`src/rtl/alu_pkg.sv`:
```
// Shared constants and encodings for the ALU retire stage.
package alu_pkg;

   localparam int WIDTH  = 20;
   localparam int REG_AW = 4;

   localparam int FLAG_Z = 0;
   localparam int FLAG_C = 1;
   localparam int FLAG_S = 2;

   typedef enum logic [2:0] {
      K_RESULT = 3'd0,
      K_CMP    = 3'd1,
      K_LSR    = 3'd2,
      K_XSR    = 3'd3,
      K_JMP    = 3'd4,
      K_JZ     = 3'd5,
      K_JS     = 3'd6,
      K_JZS    = 3'd7
   } kind_t;

endpackage

```
`src/rtl/alu_retire_if.sv`:
```
// ALU-outcome input handshake plus writeback, status and branch outputs.
interface alu_retire_if;
   import alu_pkg::*;

   logic              in_valid;
   logic              in_ready;
   logic [2:0]        in_kind;
   logic [WIDTH-1:0]  in_data;
   logic [REG_AW-1:0] in_dest;
   logic [2:0]        in_flag_we;
   logic              in_zero;
   logic              in_carry;
   logic              in_sign;
   logic              out_valid;
   logic              out_ready;
   logic [WIDTH-1:0]  out_data;
   logic [REG_AW-1:0] out_dest;
   logic [2:0]        status;
   logic              br_valid;
   logic [WIDTH-1:0]  br_target;

   modport master (
      output in_valid, in_kind, in_data, in_dest, in_flag_we,
             in_zero, in_carry, in_sign, out_ready,
      input  in_ready, out_valid, out_data, out_dest, status,
             br_valid, br_target
   );

   modport slave (
      input  in_valid, in_kind, in_data, in_dest, in_flag_we,
             in_zero, in_carry, in_sign, out_ready,
      output in_ready, out_valid, out_data, out_dest, status,
             br_valid, br_target
   );

endinterface

```
`src/rtl/retire_fifo.sv`:
```
// Two-entry FIFO toward writeback; head is read straight from storage, no bypass.
module retire_fifo #(
   parameter int DW = 24
) (
   input  logic          clk,
   input  logic          rst,
   input  logic          push_i,
   input  logic          pop_i,
   input  logic [DW-1:0] data_i,
   output logic [DW-1:0] data_o,
   output logic [1:0]    count_o
);

   logic [DW-1:0] mem_q [2];
   logic          wr_q;
   logic          rd_q;
   logic [1:0]    count_q;
   logic [1:0]    count_d;
   logic          do_push;
   logic          do_pop;

   assign do_push = push_i && (count_q != 2'd2);
   assign do_pop  = pop_i && (count_q != 2'd0);

   always_comb begin
      count_d = count_q;
      if (do_push && !do_pop) begin
         count_d = count_q + 2'd1;
      end else if (do_pop && !do_push) begin
         count_d = count_q - 2'd1;
      end
   end

   always_ff @(posedge clk) begin
      if (rst) begin
         for (int i = 0; i < 2; i++) begin
            mem_q[i] <= '0;
         end
         wr_q    <= 1'b0;
         rd_q    <= 1'b0;
         count_q <= 2'd0;
      end else begin
         if (do_push) begin
            mem_q[wr_q] <= data_i;
            wr_q        <= ~wr_q;
         end
         if (do_pop) begin
            rd_q <= ~rd_q;
         end
         count_q <= count_d;
      end
   end

   assign data_o  = mem_q[rd_q];
   assign count_o = count_q;

endmodule

```
`src/rtl/alu_retire.sv`:
```
// Retire stage: maintains {S,C,Z}, resolves jumps, buffers register results.
module alu_retire
   import alu_pkg::*;
(
   input  logic       clk,
   input  logic       rst,
   alu_retire_if.slave bus
);

   logic [2:0]        status_q, status_d;
   logic              br_valid_q, br_valid_d;
   logic [WIDTH-1:0]  br_target_q, br_target_d;
   logic [1:0]        count;
   logic              accept;
   logic              push;
   logic              pop;
   logic              taken;
   logic [WIDTH+REG_AW-1:0] head;
   kind_t             kind;

   assign kind   = kind_t'(bus.in_kind);
   // Ready comes only from the registered count, never from out_ready.
   assign bus.in_ready = (count != 2'd2);
   assign accept = bus.in_valid && bus.in_ready;
   assign push   = accept && (kind == K_RESULT);
   assign pop    = bus.out_valid && bus.out_ready;

   always_comb begin
      taken = 1'b0;
      case (kind)
         K_JMP:   taken = 1'b1;
         K_JZ:    taken = status_q[FLAG_Z];
         K_JS:    taken = status_q[FLAG_S];
         K_JZS:   taken = status_q[FLAG_Z] | status_q[FLAG_S];
         default: taken = 1'b0;
      endcase
   end

   always_comb begin
      status_d    = status_q;
      br_valid_d  = 1'b0;
      br_target_d = br_target_q;
      if (accept) begin
         case (kind)
            K_RESULT, K_CMP: begin
               if (bus.in_flag_we[FLAG_Z]) status_d[FLAG_Z] = bus.in_zero;
               if (bus.in_flag_we[FLAG_C]) status_d[FLAG_C] = bus.in_carry;
               if (bus.in_flag_we[FLAG_S]) status_d[FLAG_S] = bus.in_sign;
            end
            K_LSR:   status_d = bus.in_data[2:0];
            K_XSR:   status_d = status_q ^ bus.in_data[2:0];
            default: begin
               if (taken) begin
                  br_valid_d  = 1'b1;
                  br_target_d = bus.in_data;
               end
            end
         endcase
      end
   end

   always_ff @(posedge clk) begin
      if (rst) begin
         status_q    <= 3'b000;
         br_valid_q  <= 1'b0;
         br_target_q <= '0;
      end else begin
         status_q    <= status_d;
         br_valid_q  <= br_valid_d;
         br_target_q <= br_target_d;
      end
   end

   retire_fifo #(.DW(WIDTH + REG_AW)) u_fifo (
      .clk     (clk),
      .rst     (rst),
      .push_i  (push),
      .pop_i   (pop),
      .data_i  ({bus.in_data, bus.in_dest}),
      .data_o  (head),
      .count_o (count)
   );

   assign bus.out_valid = (count != 2'd0);
   assign bus.out_data  = head[WIDTH+REG_AW-1:REG_AW];
   assign bus.out_dest  = head[REG_AW-1:0];
   assign bus.status    = status_q;
   assign bus.br_valid  = br_valid_q;
   assign bus.br_target = br_target_q;

endmodule

```
`src/flat_wrapper.sv`:
```
// flat-port wrapper written by rule: the top's interface ports become plain ports
module alu_retire_flat import alu_pkg::*;
  (clk, rst, bus_in_valid, bus_in_kind, bus_in_data, bus_in_dest, bus_in_flag_we, bus_in_zero, bus_in_carry, bus_in_sign, bus_out_ready, bus_in_ready, bus_out_valid, bus_out_data, bus_out_dest, bus_status, bus_br_valid, bus_br_target);
  alu_retire_if bus_i ();
  input  logic clk;
  input  logic rst;
  input wire logic [$bits(bus_i.in_valid)-1:0] bus_in_valid;
  input wire logic [$bits(bus_i.in_kind)-1:0] bus_in_kind;
  input wire logic [$bits(bus_i.in_data)-1:0] bus_in_data;
  input wire logic [$bits(bus_i.in_dest)-1:0] bus_in_dest;
  input wire logic [$bits(bus_i.in_flag_we)-1:0] bus_in_flag_we;
  input wire logic [$bits(bus_i.in_zero)-1:0] bus_in_zero;
  input wire logic [$bits(bus_i.in_carry)-1:0] bus_in_carry;
  input wire logic [$bits(bus_i.in_sign)-1:0] bus_in_sign;
  input wire logic [$bits(bus_i.out_ready)-1:0] bus_out_ready;
  output wire logic [$bits(bus_i.in_ready)-1:0] bus_in_ready;
  output wire logic [$bits(bus_i.out_valid)-1:0] bus_out_valid;
  output wire logic [$bits(bus_i.out_data)-1:0] bus_out_data;
  output wire logic [$bits(bus_i.out_dest)-1:0] bus_out_dest;
  output wire logic [$bits(bus_i.status)-1:0] bus_status;
  output wire logic [$bits(bus_i.br_valid)-1:0] bus_br_valid;
  output wire logic [$bits(bus_i.br_target)-1:0] bus_br_target;
  assign bus_i.in_valid = bus_in_valid;
  assign bus_i.in_kind = bus_in_kind;
  assign bus_i.in_data = bus_in_data;
  assign bus_i.in_dest = bus_in_dest;
  assign bus_i.in_flag_we = bus_in_flag_we;
  assign bus_i.in_zero = bus_in_zero;
  assign bus_i.in_carry = bus_in_carry;
  assign bus_i.in_sign = bus_in_sign;
  assign bus_i.out_ready = bus_out_ready;
  assign bus_in_ready = bus_i.in_ready;
  assign bus_out_valid = bus_i.out_valid;
  assign bus_out_data = bus_i.out_data;
  assign bus_out_dest = bus_i.out_dest;
  assign bus_status = bus_i.status;
  assign bus_br_valid = bus_i.br_valid;
  assign bus_br_target = bus_i.br_target;
  alu_retire u_core (.clk(clk), .rst(rst), .bus(bus_i));
endmodule
```
`config.mk`:
```
export PLATFORM = sky130hd
export DESIGN_NAME = alu_retire_flat
export DESIGN_NICKNAME = d
export VERILOG_FILES = /design/src/rtl/alu_pkg.sv /design/src/rtl/alu_retire_if.sv /design/src/rtl/retire_fifo.sv /design/src/rtl/alu_retire.sv /design/src/flat_wrapper.sv
export SDC_FILE = /design/constraint.sdc
export NUM_CORES = 1
export LEC_CHECK = 0
export BUFFER_PORTS_ARGS = -buffer_cell sky130_fd_sc_hd__buf_2
export CAP_MARGIN = 30
export CORE_MARGIN = 2
export CORE_UTILIZATION = 57
export CTS_CLUSTER_DIAMETER = 50
export CTS_CLUSTER_SIZE = 30
export DETAILED_ROUTE_END_ITERATION = 7
export GPL_TIMING_DRIVEN = 0
export PLACE_DENSITY = 0.85
export SYNTH_ARGS = -nofsm -noshare
export SYNTH_HDL_FRONTEND = slang
export SYNTH_SLANG_ARGS = --single-unit
```
`constraint.sdc`:
```
create_clock -name clk -period 4.4 [get_ports clk]
set_input_delay 0 -clock clk [delete_from_list [all_inputs] [get_ports clk]]
set_output_delay 0 -clock clk [all_outputs]
set_load 0.02 [all_outputs]
```
==> flow_summary_export.csv <==
group,metric,value,unit
timing,skew,9.90,ps
global_route,grt_max_degree,22,
place,place_congestion,0.845,
timing,maxSlewViolCount,0,
critical_path,cp.arrival,2180,ps
drt,routedWlPerCell,16.0,um
logic_synthesis,seq_area_frac_synth,58.3,%
place,placed_cell_area,0.00404,sq mm
job,drv_cap,0,
critical_path,end_kind,"register",
logic_synthesis,synth_area,0.00347,sq mm
clock_network,cts_sinks,77,
logic_synthesis,syn_avg_cell_area,12.3,sq um
floorplan,fp.dieH,82.0,um
power_and_ir_drop,power_density,380,mW/mm^2
critical_path,r2r_start,"u_core.u_fifo.count_o[0]",
timing,fin_crit_sh,47.4,%
floorplan,rows,28,
min_path,hold_class,"input port to register",
logic_synthesis,synthCells,282,
power_and_ir_drop,ir_worst_vdd,0.240,mV
timing,min_period,2080,ps
clock_network,clk_latency,350,ps
global_route,grt_first_pass_wirelength,11.7,mm
min_path,min_to,"u_core.bus.status[0]",
drt,ant_nets,0,
floorplan,die-area,0.00672,sq mm
final_layout,finalInstanceArea,0.00447,sq mm
timing,holdWs,10.8,ps
logic_synthesis,ys_warn_count,0,
logic_synthesis,synth_area_leader_cell,"edfxtp_1",
timing,fin_setup_tns,0,ps
power_and_ir_drop,leakagePower,1.90,nW
final_layout,final_nets,445,
logic_synthesis,netlist.area_leader.share,41.6,%
place,dp_hpwl,5.07,mm
final_layout,num_antenna_cells,0,
drt,drtIter0Drc,203,
drt,via_per_inst,5.22,
logic_synthesis,syn_nets,320,
place,port_buffers,85,
critical_path,crit_fanout,21,
critical_path,r2r_end,"u_core.u_fifo.mem_q[0][9]",
timing,worst_pin_slew,544,ps
global_route,globalRouteOverflowTotal,0,
critical_path,critPathLaunchType,"input port",
critical_path,worst_r2r_path_depth,5,
logic_synthesis,ys_ff_latch,77,
clock_network,cts_buffers,9,
floorplan,start_util,58.9,%
timing,relSlewSlack,63.7,%
clock_network,cts-root-buf,"clkbuf_8",
timing,max_freq,480,MHz
global_route,antenna_found_initial,0,
drt,drcViolationCount,0,
critical_path,worstPathRequired,4500,ps
critical_path,r2r_setup_slack,2410,ps
final_layout,syn2layout_area_growth,28.9,%
min_path,min_path_cells,3,
timing,rsz0062_at_grt,"no",
final_layout,finalNonFillerCells,487,
min_path,hp-start,"bus_in_zero",
drt,drtPass1Iterations,7,
global_route,grt_usage,24.3,%
logic_synthesis,ys_types,34,
clock_network,cts_resized,0,
final_layout,filler_cell_count,376,
floorplan,die_w,82.0,um
timing,setup_violations,0,
drt,dr_total_vias,2542,
clock_network,cts_max_level,3,
place,post-place-cells,444,
drt,drt_wl_total,7.80,mm
logic_synthesis,synth.area.top_cells,"edfxtp_1 42%, dfxtp_1 17%, and2_1 8.8%, mux2_2 7.8%, mux2i_1 5.8%",
global_route,grt_pass1_vias,2439,
clock_network,cts.clk_slew.worst_paths,70,ps
floorplan,core_area,0.00589,sq mm
power_and_ir_drop,power,1.70,mW
clock_network,cts_setup_buffers,0,
floorplan,num_io_pins,87,
timing,hold_viol,0,
clock_network,cts.path.max_buffers,2,
outcome,status,"finished clean",
critical_path,critPathKind,"input port to register",
clock_network,cts_tree,"done",
final_layout,drive_above_1_share,35.0,%
sequential cells by signal (all words and copies together), names as in the netlist, named ones only:
signal	cells
u_core.u_fifo.mem_q	48
u_core.u_fifo.rd_q	1
u_core.u_fifo.wr_q	1
u_core.bus.br_target	20
u_core.u_fifo.count_o	2
u_core.bus.status	3
u_core.bus.br_valid	1
cell usage in the layout, fill, tap and decap left out, types with 2 or more instances in the layout:
cell	instances
buf_6	7
mux2_2	24
nand2b_1	4
clkbuf_8	9
mux2i_1	20
and2_1	49
nor2b_1	2
edfxtp_1	48
o311ai_0	3
a21oi_1	2
nand2_1	42
and3b_2	3
a21boi_0	3
o41ai_1	3
nor2_1	7
xor2_1	3
clkinv_2	4
nor3_1	4
o21ai_0	5
buf_2	88
dlygate4sd3_1	27
dfxtp_1	29
buf_16	2
clkbuf_1	9
final cells by class:
class / instances / area (sq um) / area share [%]
buffer: 18 / 124 / 2.77
clock buffer: 11 / 131 / 2.94
clock inverter: 5 / 27.5 / 0.616
inverter: 2 / 7.51 / 0.168
multi-input combinational: 185 / 1320 / 29.4
sequential: 77 / 2020 / 45.2
tap: 75 / 93.8 / 2.10
timing repair buffer: 114 / 751 / 16.8
metal layers:
layer / up-vias / part of all wire, % / track usage, %
met4: 0 / 3.1 / 12.5
met3: 22 / 5.8 / 6.37
li1: 1235 / - / -
met2: 100 / 51 / 40.4
met1: 1185 / 40 / 28.9
met5: - / 0 / 0
worst max path at each step:
| stage | startpoint | end | slack, ps | cells past startpoint |
|---|---|---|---|---|
| after CTS | rst | u_core.u_fifo.mem_q[0][9] | 2350 | 7 |
| final | rst | u_core.u_fifo.mem_q[0][9] | 2320 | 7 |
| after global placement | u_core.u_fifo.count_o[0] | u_core.u_fifo.mem_q[0][21] | 2020 | 4 |
| after detailed placement | u_core.u_fifo.count_o[0] | u_core.u_fifo.mem_q[0][1] | 2420 | 5 |
| after floorplan | u_core.u_fifo.count_o[0] | u_core.u_fifo.mem_q[0][0] | 2360 | 4 |
| after global routing | rst | u_core.u_fifo.mem_q[0][3] | 2170 | 7 |
critical path: stages:
cell and delay [ps]:
dlygate4sd3_1 540, clkbuf_1 200, inv_1 130, clkbuf_1 330
clkbuf_1 380, nand2_1 330, buf_16 270
cells by family after synthesis:
group | share of synthesized area (%)
simple gates | 18.8
flops | 58.3
mux | 13.6
compound gates | 4.40
buf+inv | 3.79
xor+xnor | 0.758
fa+ha+maj | 0.361
power by group:
group | internal, mW | total [mW] | switching [mW]
Sequential | 0.807 | 0.829 | 0.0216
Combinational | 0.180 | 0.422 | 0.242
Clock | 0.201 | 0.449 | 0.248
stage by stage:
stage                     setup WS (ps)  utilization [%]
final                              2320             76.0
after global routing               2170             76.0
after CTS                          2350             76.0
after detailed placement           2420             68.7
after global placement             2020             67.8
after floorplan                    2360                -
repair_timing:
item	4_1_cts	5_1_grt
endpoints found under the hold margin	68	0
hold buffers	27	0
setup endpoints to repair	0	0
cells in the mapped netlist:
master    count
a211oi_4      1
ha_1          1
or4_4         1
xor2_1        3
nand2_1      42
edfxtp_1     48
a21o_1        1
nor3_1        4
and3b_2       3
o31ai_1       1
o311ai_0      3
a22oi_1       1
or2_1         1
and2_1       49
inv_2         1
a21boi_0      3
mux2i_1      20
or3_1         1
o41ai_1       3
buf_6         7
inv_1         1
dfxtp_1      29
nand2b_1      4
mux2_2       24
or2_2         1
nor4_4        1
nor2b_1       2
nor2_1        7
buf_2         3
clkbuf_1      7
buf_1         1
a21oi_1       2
o21ai_0       5
nor4b_4       1
(Power assumes the default switching activity.)
